[src/rtl/lc_transition_ctrl.sv]
// Lifecycle transition controller.
// Accepts a request for a target lifecycle state. It then collects a WIDTH-bit unlock token,
// which arrives in BEAT-bit beats with the least-significant beat first. It reads the reference
// token for the target from the token ROM and compares the two. On a match it advances lc_state.
// Each mismatch is counted. When MAX_FAIL mismatches have been counted, the controller locks
// out until reset.
//
// Ports:
//   clk, rst                    clock, synchronous active-high reset
//   req_valid/req_ready         request handshake; req_target is the requested state
//   tok_valid/tok_ready         token beat handshake; tok_data is one beat
//   mem_rd_en/mem_addr          ROM read request
//   mem_rdData/mem_valid        ROM read response
//   lc_state                    current lifecycle state
//   done                        one-cycle pulse when a request finishes
//   pass, err                   result of the last request (err: 0 ok, 1 illegal,
//                               2 mismatch, 3 timeout)
//   fail_cnt, locked            accumulated mismatches, permanent lockout
module lc_transition_ctrl #(
  parameter int unsigned WIDTH    = 256,
  parameter int unsigned LENGTH   = 6,
  parameter int unsigned BEAT     = 32,
  parameter int unsigned MAX_FAIL = 3,
  parameter int unsigned TIMEOUT  = 8,
  localparam int unsigned AW      = $clog2(LENGTH),
  localparam int unsigned FW      = $clog2(MAX_FAIL + 1)
) (
  input  logic             clk,
  input  logic             rst,
  input  logic             req_valid,
  output logic             req_ready,
  input  logic [AW-1:0]    req_target,
  input  logic             tok_valid,
  output logic             tok_ready,
  input  logic [BEAT-1:0]  tok_data,
  output logic             mem_rd_en,
  output logic [AW-1:0]    mem_addr,
  input  logic [WIDTH-1:0] mem_rdData,
  input  logic             mem_valid,
  output logic [AW-1:0]    lc_state,
  output logic             done,
  output logic             pass,
  output logic [1:0]       err,
  output logic [FW-1:0]    fail_cnt,
  output logic             locked
);

  localparam int unsigned NBeats = WIDTH / BEAT;
  localparam int unsigned BW     = (NBeats > 1) ? $clog2(NBeats) : 1;
  localparam int unsigned TW     = $clog2(TIMEOUT + 1);

  localparam logic [1:0] ErrOk       = 2'd0;
  localparam logic [1:0] ErrIllegal  = 2'd1;
  localparam logic [1:0] ErrMismatch = 2'd2;
  localparam logic [1:0] ErrTimeout  = 2'd3;

  typedef enum logic [2:0] {
    StIdle, StCheck, StCollect, StRead, StWait, StCompare, StDone, StLock
  } state_e;

  state_e           state_q, state_d;
  logic [AW-1:0]    target_q, target_d;
  logic [AW-1:0]    lc_state_q, lc_state_d;
  logic [AW-1:0]    mem_addr_q, mem_addr_d;
  logic [FW-1:0]    fail_cnt_q, fail_cnt_d;
  logic             locked_q, locked_d;
  logic             pass_q, pass_d;
  logic [1:0]       err_q, err_d;
  logic [BW-1:0]    beat_cnt_q, beat_cnt_d;
  logic [TW-1:0]    wait_cnt_q, wait_cnt_d;
  logic [WIDTH-1:0] tok_q, tok_d;
  logic [WIDTH-1:0] rom_q, rom_d;
  // Provides the single done pulse that accompanies entry into StLock.
  logic             lock_pulse_q, lock_pulse_d;

  always_comb begin
    state_d      = state_q;
    target_d     = target_q;
    lc_state_d   = lc_state_q;
    mem_addr_d   = mem_addr_q;
    fail_cnt_d   = fail_cnt_q;
    locked_d     = locked_q;
    pass_d       = pass_q;
    err_d        = err_q;
    beat_cnt_d   = beat_cnt_q;
    wait_cnt_d   = wait_cnt_q;
    tok_d        = tok_q;
    rom_d        = rom_q;
    lock_pulse_d = 1'b0;
    req_ready    = 1'b0;
    tok_ready    = 1'b0;
    mem_rd_en    = 1'b0;

    unique case (state_q)
      StIdle: begin
        req_ready = 1'b1;
        if (req_valid) begin
          target_d = req_target;
          pass_d   = 1'b0;
          err_d    = ErrOk;
          state_d  = StCheck;
        end
      end
      StCheck: begin
        // Transitions only move forward, so state 0 is never a legal target.
        if ((target_q > lc_state_q) && (32'(target_q) < LENGTH)) begin
          beat_cnt_d = '0;
          state_d    = StCollect;
        end else begin
          err_d   = ErrIllegal;
          state_d = StDone;
        end
      end
      StCollect: begin
        tok_ready = 1'b1;
        if (tok_valid) begin
          tok_d[beat_cnt_q*BEAT +: BEAT] = tok_data;
          if (beat_cnt_q == BW'(NBeats - 1)) begin
            beat_cnt_d = '0;
            mem_addr_d = target_q;
            state_d    = StRead;
          end else begin
            beat_cnt_d = beat_cnt_q + BW'(1);
          end
        end
      end
      StRead: begin
        mem_rd_en  = 1'b1;
        wait_cnt_d = '0;
        state_d    = StWait;
      end
      StWait: begin
        if (mem_valid) begin
          rom_d   = mem_rdData;
          state_d = StCompare;
        end else if (wait_cnt_q == TW'(TIMEOUT - 1)) begin
          err_d   = ErrTimeout;
          state_d = StDone;
        end else begin
          wait_cnt_d = wait_cnt_q + TW'(1);
        end
      end
      StCompare: begin
        if (tok_q == rom_q) begin
          lc_state_d = target_q;
          pass_d     = 1'b1;
          err_d      = ErrOk;
          state_d    = StDone;
        end else begin
          fail_cnt_d = fail_cnt_q + FW'(1);
          err_d      = ErrMismatch;
          if (fail_cnt_q == FW'(MAX_FAIL - 1)) begin
            locked_d     = 1'b1;
            lock_pulse_d = 1'b1;
            state_d      = StLock;
          end else begin
            state_d = StDone;
          end
        end
      end
      StDone: begin
        state_d = StIdle;
      end
      StLock: begin
        state_d = StLock;
      end
      default: begin
        state_d = StIdle;
      end
    endcase
  end

  always_ff @(posedge clk) begin
    if (rst) begin
      state_q      <= StIdle;
      target_q     <= '0;
      lc_state_q   <= '0;
      mem_addr_q   <= '0;
      fail_cnt_q   <= '0;
      locked_q     <= 1'b0;
      pass_q       <= 1'b0;
      err_q        <= ErrOk;
      beat_cnt_q   <= '0;
      wait_cnt_q   <= '0;
      tok_q        <= '0;
      rom_q        <= '0;
      lock_pulse_q <= 1'b0;
    end else begin
      state_q      <= state_d;
      target_q     <= target_d;
      lc_state_q   <= lc_state_d;
      mem_addr_q   <= mem_addr_d;
      fail_cnt_q   <= fail_cnt_d;
      locked_q     <= locked_d;
      pass_q       <= pass_d;
      err_q        <= err_d;
      beat_cnt_q   <= beat_cnt_d;
      wait_cnt_q   <= wait_cnt_d;
      tok_q        <= tok_d;
      rom_q        <= rom_d;
      lock_pulse_q <= lock_pulse_d;
    end
  end

  assign mem_addr = mem_addr_q;
  assign lc_state = lc_state_q;
  assign done     = (state_q == StDone) | lock_pulse_q;
  assign pass     = pass_q;
  assign err      = err_q;
  assign fail_cnt = fail_cnt_q;
  assign locked   = locked_q;

endmodule

[config.mk]
export PLATFORM = sky130hd
export DESIGN_NAME = lc_transition_ctrl
export DESIGN_NICKNAME = d
export VERILOG_FILES = /design/src/rtl/lc_transition_ctrl.sv
export SDC_FILE = /design/constraint.sdc
export NUM_CORES = 1
export LEC_CHECK = 0
export BUFFER_PORTS_ARGS = -buffer_cell sky130_fd_sc_hd__clkbuf_2
export CORE_AREA = 5 5 195 197
export DETAILED_ROUTE_END_ITERATION = 10
export DIE_AREA = 0 0 200 202
export PLACE_DENSITY_LB_ADDON = 0.1
export SETUP_SLACK_MARGIN = 0.15
export SLEW_MARGIN = 20
export SYNTH_ARGS = -nofsm -noshare
export SYNTH_HDL_FRONTEND = slang
export SYNTH_SLANG_ARGS = --single-unit
[constraint.sdc]
create_clock -name clk -period 3.9 [get_ports clk]
set_input_delay 0.78 -clock clk [delete_from_list [all_inputs] [get_ports clk]]
set_output_delay 0.78 -clock clk [all_outputs]
set_load 0.005 [all_outputs]
==> results of run 1 <==
## registers in the layout (all words and copies together), names as in the netlist
name,flops
state_q,3
target_q,3
lock_pulse_q,1
pass,1
rom_q,256
mem_addr,3
wait_cnt_q,4
tok_q,256
locked,1
lc_state,3
beat_cnt_q,3
err,2
fail_cnt,2
## through the flow
step	power, mW	std cells	area [um2]	util [%]
global route	15.0	3518	25900	71.6
global placement	8.75	3418	23800	66.1
finish	14.6	3519	25900	71.6
CTS	14.5	3518	25900	71.6
detailed placement	8.79	3418	23800	66.1
floorplan	7.65	2796	22100	-
## layout make-up
| cell class | count | area, um2 | share of cell area, % |
|---|---|---|---|
| Tap cell | 468 | 586 | 2.26 |
| Clock buffer | 82 | 1670 | 6.46 |
| Antenna cell | 1 | 2.50 | 0.00968 |
| Sequential cell | 538 | 10800 | 41.7 |
| Inverter | 11 | 41.3 | 0.160 |
| Multi-Input combinational cell | 2043 | 10400 | 40.3 |
| Clock inverter | 18 | 347 | 1.34 |
| Timing Repair Buffer | 358 | 2020 | 7.81 |
## cells in the mapped netlist (7+ instances only)
cell type | instances | share of area (%)
buf_2 | 46 | 1.0
nor2_1 | 142 | 2.4
dfxtp_1 | 538 | 49
xor2_1 | 256 | 10
clkbuf_1 | 148 | 2.5
nor2b_1 | 7 | 0.20
inv_1 | 11 | 0.19
ha_1 | 9 | 0.51
nand4_1 | 38 | 1.1
a21oi_1 | 523 | 12
nand3_1 | 126 | 2.9
nor4_1 | 68 | 1.9
nand2b_1 | 7 | 0.20
nand2_1 | 808 | 14
## how the worst min path moves through the flow
stage | startpoint | end | slack [ns] | cells past startpoint
after floorplan | tok_q[103] | tok_q[103] | 0.44 | 2
after global placement | mem_addr[0] | mem_addr[0] | 0.45 | 2
after detailed placement | mem_addr[0] | mem_addr[0] | 0.45 | 2
after CTS | mem_rdData[241] | rom_q[241] | 0.38 | 3
after global routing | mem_rdData[215] | rom_q[215] | 0.39 | 3
final | mem_rdData[214] | rom_q[214] | 0.39 | 3
## metal layers
| layer | part of all wire [%] | track usage (%) |
|---|---|---|
| met3 | 13 | 12.0 |
| met1 | 38 | 54.5 |
| met5 | 0.040 | 0 |
| met2 | 42 | 58.9 |
| met4 | 6.8 | 22.7 |
## power by group through the flow
| stage | clock network [mW] | registers [mW] | logic, mW |
|---|---|---|---|
| final | 5.84 | 6.18 | 2.60 |
| after global routing | 6.08 | 6.20 | 2.75 |
| after CTS | 5.82 | 6.17 | 2.52 |
| after detailed placement | 0 | 6.28 | 2.50 |
| after global placement | 0 | 6.27 | 2.48 |
| after floorplan | 0 | 6.14 | 1.51 |
## critical path, delay by kind of cell, from the launching register on
kind | cells | cell delay [ns]
simple gates | 5 | 1.79
mux | 1 | 0.37
flops | 1 | 0.32
xor+xnor | 1 | 0.24
buf+inv | 1 | 0.22
## kinds of logic after synthesis
kind of cell	after synthesis	share of synthesized area, %
compound gates	549	12.7
flops	538	48.8
mux	7	0.323
xor+xnor	258	10.2
buf+inv	215	4.08
fa+ha+maj	9	0.511
simple gates	1220	23.3
==> flow_metrics.env, run 1 <==
export IMPL_syn_avg_cell_area_um2=7.89
export IMPL_h_tree_depth=2
export IMPL_final_setup_worst_slack_ns=0.836
export IMPL_cts_tree="built"
export IMPL_grt_first_pass_wirelength_mm=123
export IMPL_gp_congestion=1.02
export IMPL_cp_max_fo=6
export IMPL_wire_per_inst_um=24.2
export IMPL_hp_class="primary input to flop"
export IMPL_power_density_mw_per_mm2=566
export IMPL_antenna_found_initial=3
export IMPL_drt_iter0_drc=2737
export IMPL_postCtsSetupRepairBufs=0
export IMPL_ys_ff_latch=538
export IMPL_crit_path_top_delay_cell="nor4_1"
export IMPL_layout_min_cycle_time_ns=3.06
export IMPL_vias=21100
export IMPL_p_switching_mw=4.33
export IMPL_required_ns=4.39
export IMPL_synthFlopType="dfxtp_1"
export IMPL_syn_num_nets=3101
export IMPL_max_freq_ghz=0.326
export IMPL_internal_power_mw=10.3
export IMPL_combPwrFrac_pct=17.8
export IMPL_path_clk_slew_ns=0.07
export IMPL_setup_viol=0
export IMPL_numCtsBuffers=54
export IMPL_grt_pass1_vias=19700
export IMPL_grtUsageTotal_pct=40.8
export IMPL_fp_dieW_um=200
export IMPL_synthDistinctLibCells=47
export IMPL_cp_endpoint="fail_cnt[0]"
export IMPL_cts_root_buffer="clkbuf_16"
export IMPL_clock_path_buffers=3
export IMPL_ys_warn_count=0
export IMPL_hold_viol=0
export IMPL_holdBufCountCts=0
export IMPL_boundaryPins=312
export IMPL_dp_hpwl_mm=59.9
export IMPL_area_delta_synth_final_pct=17.2
export IMPL_fillers=2924
export IMPL_status="finished, final reports clean"
export IMPL_critPathMaxStageDelay_ns=0.84
export IMPL_path_class="flop to flop"
export IMPL_insertion_delay_ns=0.61
export IMPL_fin_crit_sh_pct=78.6
export IMPL_rows=70
export IMPL_final_common_cell="nand2_1"
export IMPL_worstMarginPinSlew_ns=1.04
export IMPL_path_cells="xor2_1 -> nor4_1 -> nand4_1 -> nor4_1 -> nand4_1 -> buf_4 -> nand3_1 -> mux2_2"
export IMPL_rsz0062_at_grt="no"
export IMPL_drc=0
export IMPL_grt_overflow_total=0
export IMPL_ant_nets=0
export IMPL_die_y_um=202
export IMPL_r2r_end="fail_cnt[0]"
export IMPL_reg2regPathDepth=8
export IMPL_grt_start_max_net_pins=119
export IMPL_seq_area_frac_synth_pct=48.8
export IMPL_start_util_pct=61.1
export IMPL_switching_share_pct=29.6
export IMPL_syn_inst=2796
export IMPL_rrSetupSlack_ns=0.84
export IMPL_finalSetupTns_ns=0
export IMPL_hold_slack_ns=0.387
export IMPL_fp_coreArea_mm2=0.0361
export IMPL_place_ws_ns=1.00
export IMPL_clock_sinks=538
export IMPL_routed_wl_mm=85.2
export IMPL_dr_pass1_iters=8
export IMPL_cp_end_kind="flop"
export IMPL_port_buffers=311
export IMPL_critPathLaunch="tok_q[196]"
export IMPL_pwr_share_clk_pct=39.9
export IMPL_syn_area_mm2=0.0221
export IMPL_rr_startpoint="tok_q[196]"
export IMPL_drv_cap=0
export IMPL_setup_worst_path_start_class="flop"
export IMPL_synthArstFlopShare_pct=0
export IMPL_p_leak_nw=11.0
export IMPL_via_per_inst=6.00
export IMPL_final_cell_mix="nand2_1 (807), dfxtp_1 (537), a21oi_1 (523), clkbuf_2 (310), xor2_1 (256)"
export IMPL_cts_resized=0
export IMPL_final_nets=3311
export IMPL_drive_gt1_share_pct=15.2
export IMPL_seq_power_share_pct=42.3
export IMPL_ir_worst_vdd_uv=521
export IMPL_slew_violations=0
export IMPL_die_area_mm2=0.0404
export IMPL_maxSlewHeadroom_pct=29.8
export IMPL_fin_skew_ns=0.0193
export IMPL_synth_edf_count=0
export IMPL_arrival_ns=3.55
(Power assumes the default switching activity.)
==> run 2, diff against run 1 <==
- ABC_AREA: default -> 1
- CORE_AREA: 5 5 195 197 -> 5 5 219 221
- DIE_AREA: 0 0 200 202 -> 0 0 224 226
- clock period: 3.9 -> 2.5 ns (I/O delays scaled with it)
==> run 2 against run 1 <==
Effect of this change: setup slack lost 0.56 ns; largest cell class unchanged; register-to-register slack worse by 0.56 ns; clock power increased by 50%.
==> flow_metrics.env, run 2 <==
export IMPL_die_area_mm2=0.0506
export IMPL_rr_startpoint="beat_cnt_q[1]"
export IMPL_synth_area_leader_cell="dfxtp_1"
export IMPL_critPathMaxStageDelay_ns=0.53
export IMPL_slew_violations=0
export IMPL_synth_compound_area_share_pct=20.4
export IMPL_h_tree_depth=2
export IMPL_place_area_mm2=0.0256
export IMPL_cp_top_family="simple AND/OR/NAND/NOR gates"
export IMPL_area_delta_synth_final_pct=18.3
export IMPL_final_cell_mix="nand2_1 (613), dfxtp_1 (537), o21ai_0 (446), nor2_1 (445), inv_1 (428)"
export IMPL_synthTopCellsByArea="dfxtp_1 (46%), nand2_1 (9.8%), o21ai_0 (9.6%), a21oi_1 (8.8%), nor2_1 (7.2%)"
export IMPL_drv_cap=0
export IMPL_grtUsageTotal_pct=28.8
export IMPL_p_switching_mw=9.44
export IMPL_drt_iter0_drc=2039
export IMPL_final_nets=3894
export IMPL_seq_power_share_pct=38.2
export IMPL_synthMuxAreaShare_pct=0
export IMPL_gp_congestion=0.927
export IMPL_combPwrFrac_pct=28.5
export IMPL_synth_most_common_cell="nand2_1"
export IMPL_routed_wl_mm=76.5
export IMPL_wire_per_inst_um=18.0
export IMPL_vias=22100
export IMPL_rrSetupSlack_ns=0.28
export IMPL_yosys_area_share_simple_pct=18.9
export IMPL_cts_tree="built"
export IMPL_maxSlewHeadroom_pct=52.9
export IMPL_port_buffers=311
export IMPL_rows=79
export IMPL_fillers=4320
export IMPL_grt_first_pass_wirelength_mm=114
export IMPL_synth_top_family_by_area="compound AO/OA/AOI/OAI gates"
export IMPL_seq_area_frac_synth_pct=46.0
export IMPL_stdcell_area_mm2=0.0277
export IMPL_die_y_um=226
export IMPL_holdCritStartpoint="mem_rdData[93]"
export IMPL_synth_commonest_cells="nand2_1 (613), dfxtp_1 (538), nor2_1 (450), o21ai_0 (450), inv_1 (430)"
export IMPL_finalSetupTns_ns=0
export IMPL_hp_class="primary input to flop"
export IMPL_rsz0062_at_grt="yes"
export IMPL_dp_hpwl_mm=55.8
export IMPL_clock_path_buffers=3
export IMPL_boundaryPins=312
export IMPL_worstMarginPinSlew_ns=0.706
export IMPL_syn_inst=3327
export IMPL_reg2regPathDepth=9
export IMPL_cp_end_kind="flop"
export IMPL_fin_skew_ns=0.0222
export IMPL_internal_power_mw=16.8
export IMPL_path_clk_slew_ns=0.07
export IMPL_start_util_pct=51.0
export IMPL_drive_gt1_share_pct=14.0
export IMPL_pwr_share_clk_pct=33.3
export IMPL_power_density_mw_per_mm2=947
export IMPL_antenna_found_initial=3
export IMPL_synthDistinctLibCells=37
export IMPL_insertion_delay_ns=0.62
export IMPL_arrival_ns=2.77
export IMPL_fp_dieW_um=224
export IMPL_drc=0
export IMPL_fp_coreArea_mm2=0.0460
export IMPL_layout_min_cycle_time_ns=2.22
export IMPL_clock_sinks=538
export IMPL_synth_fa_ha_area_share_pct=0.480
export IMPL_syn_avg_cell_area_um2=7.05
export IMPL_syn_area_mm2=0.0234
export IMPL_status="finished, final reports clean"
export IMPL_via_per_inst=5.22
export IMPL_crit_top_cell="inv_1"
export IMPL_hold_viol=0
export IMPL_holdPathEnd="rom_q[93]"
export IMPL_max_freq_ghz=0.450
export IMPL_switching_share_pct=35.9
export IMPL_final_common_cell="nand2_1"
export IMPL_syn_num_nets=3632
export IMPL_ys_warn_count=0
export IMPL_setup_viol=0
export IMPL_grt_overflow_total=0
export IMPL_synthArstFlopShare_pct=0
export IMPL_p_leak_nw=13.0
export IMPL_synth_edf_count=0
export IMPL_numCtsBuffers=56
export IMPL_grt_pass1_vias=20700
export IMPL_cts_root_buffer="clkbuf_16"
export IMPL_synthFlopType="dfxtp_1"
export IMPL_dr_pass1_iters=5
export IMPL_grt_start_max_net_pins=107
export IMPL_hold_path_depth=3
export IMPL_r2r_end="tok_q[143]"
export IMPL_cp_max_fo=32
export IMPL_yosysTopAreaCellShare_pct=46.0
export IMPL_holdBufCountCts=0
export IMPL_synth_xor_area_share_pct=3.96
export IMPL_ir_worst_vdd_uv=496
export IMPL_required_ns=3.05
export IMPL_critPathBufInv=4
export IMPL_path_cells="inv_1 -> ha_1 -> ha_2 -> nor2_1 -> inv_1 -> buf_4 -> nor2_1 -> inv_1 -> a21oi_1"
export IMPL_largest_registers="rom_q: 256 flops, tok_q: 256 flops, wait_cnt_q: 4 flops"
export IMPL_ys_ff_latch=538
export IMPL_ant_nets=0
export IMPL_setup_worst_path_start_class="flop"
export IMPL_fin_crit_sh_pct=88.9
export IMPL_crit_path_top_delay_cell="nor2_1"
export IMPL_path_class="flop to flop"
-- run 2: final cells by class --
| type | instances | area, um2 | share of cell area, % |
|---|---|---|---|
| flip-flops and latches | 538 | 10800 | 38.8 |
| multi-input cells | 2176 | 10300 | 37.1 |
| repair buffers | 377 | 2310 | 8.32 |
| inverters | 440 | 1680 | 6.06 |
| clock buffers | 74 | 1570 | 5.66 |
| well taps | 607 | 759 | 2.74 |
| clock inverters | 28 | 350 | 1.26 |
| diodes | 2 | 5.00 | 0.0180 |
-- run 2: logic make-up after synthesis --
| logic type | after synthesis |
|---|---|
| AND/OR/NAND/NOR | 1127 |
| buffers and inverters | 613 |
| adder cells (fa/ha/maj) | 9 |
| XOR/XNOR | 106 |
| flip-flops | 538 |
| AO/OA/AOI/OAI | 934 |
-- run 2: timing repair --
item	CTS	global route
endpoints found under the setup margin	2	186
pin swaps	0	3
cloned	0	3
resized for setup	1	24
buffers inserted	0	4
-- run 2: stage by stage --
step | hold slack [ns] | power [mW] | util, % | worst slack, ns | std cells
floorplan | 0.435 | 14.6 | - | 0.320 | 3327
global placement | 0.444 | 17.4 | 55.8 | 0.262 | 4131
detailed placement | 0.447 | 17.5 | 55.8 | 0.164 | 4131
CTS | 0.0758 | 26.2 | 60.0 | 0.175 | 4233
global route | 0.105 | 27.6 | 60.3 | 0.148 | 4242
finish | 0.106 | 26.3 | 60.3 | 0.278 | 4242
-- run 2: routing by layer --
layer	global-route usage (%)	share of wire, %
met5	0	0.017
met3	4.55	7.8
met2	45.4	45
met1	40.5	44
met4	10.1	3.4
-- run 2: worst max-delay path by stage --
stage	from	end	slack, ns	cells past startpoint
after floorplan	beat_cnt_q[0]	tok_q[110]	0.32	13
after global placement	beat_cnt_q[1]	tok_q[122]	0.26	11
after detailed placement	beat_cnt_q[1]	tok_q[125]	0.16	11
after CTS	beat_cnt_q[1]	tok_q[203]	0.18	13
after global routing	beat_cnt_q[1]	tok_q[50]	0.15	10
final	beat_cnt_q[1]	tok_q[143]	0.28	9
-- run 2: worst register-to-register path: stages (launching register included) --
cell     delay (ns)
dfxtp_2        0.35
inv_1          0.08
ha_1           0.20
ha_2           0.19
nor2_1         0.09
inv_1          0.06
buf_4          0.24
nor2_1         0.54
inv_1          0.22
a21oi_1        0.19
-- run 2: power by group through the flow --
stage | Clock (mW) | Sequential, mW | Combinational (mW)
4_1_cts | 8.86 | 10.0 | 7.33
5_1_grt | 9.23 | 10.1 | 8.25
3_5_place_dp | 0 | 10.2 | 7.29
2_1_floorplan | 0 | 10.0 | 4.55
6_report | 8.75 | 10.0 | 7.49
3_3_place_gp | 0 | 10.2 | 7.22
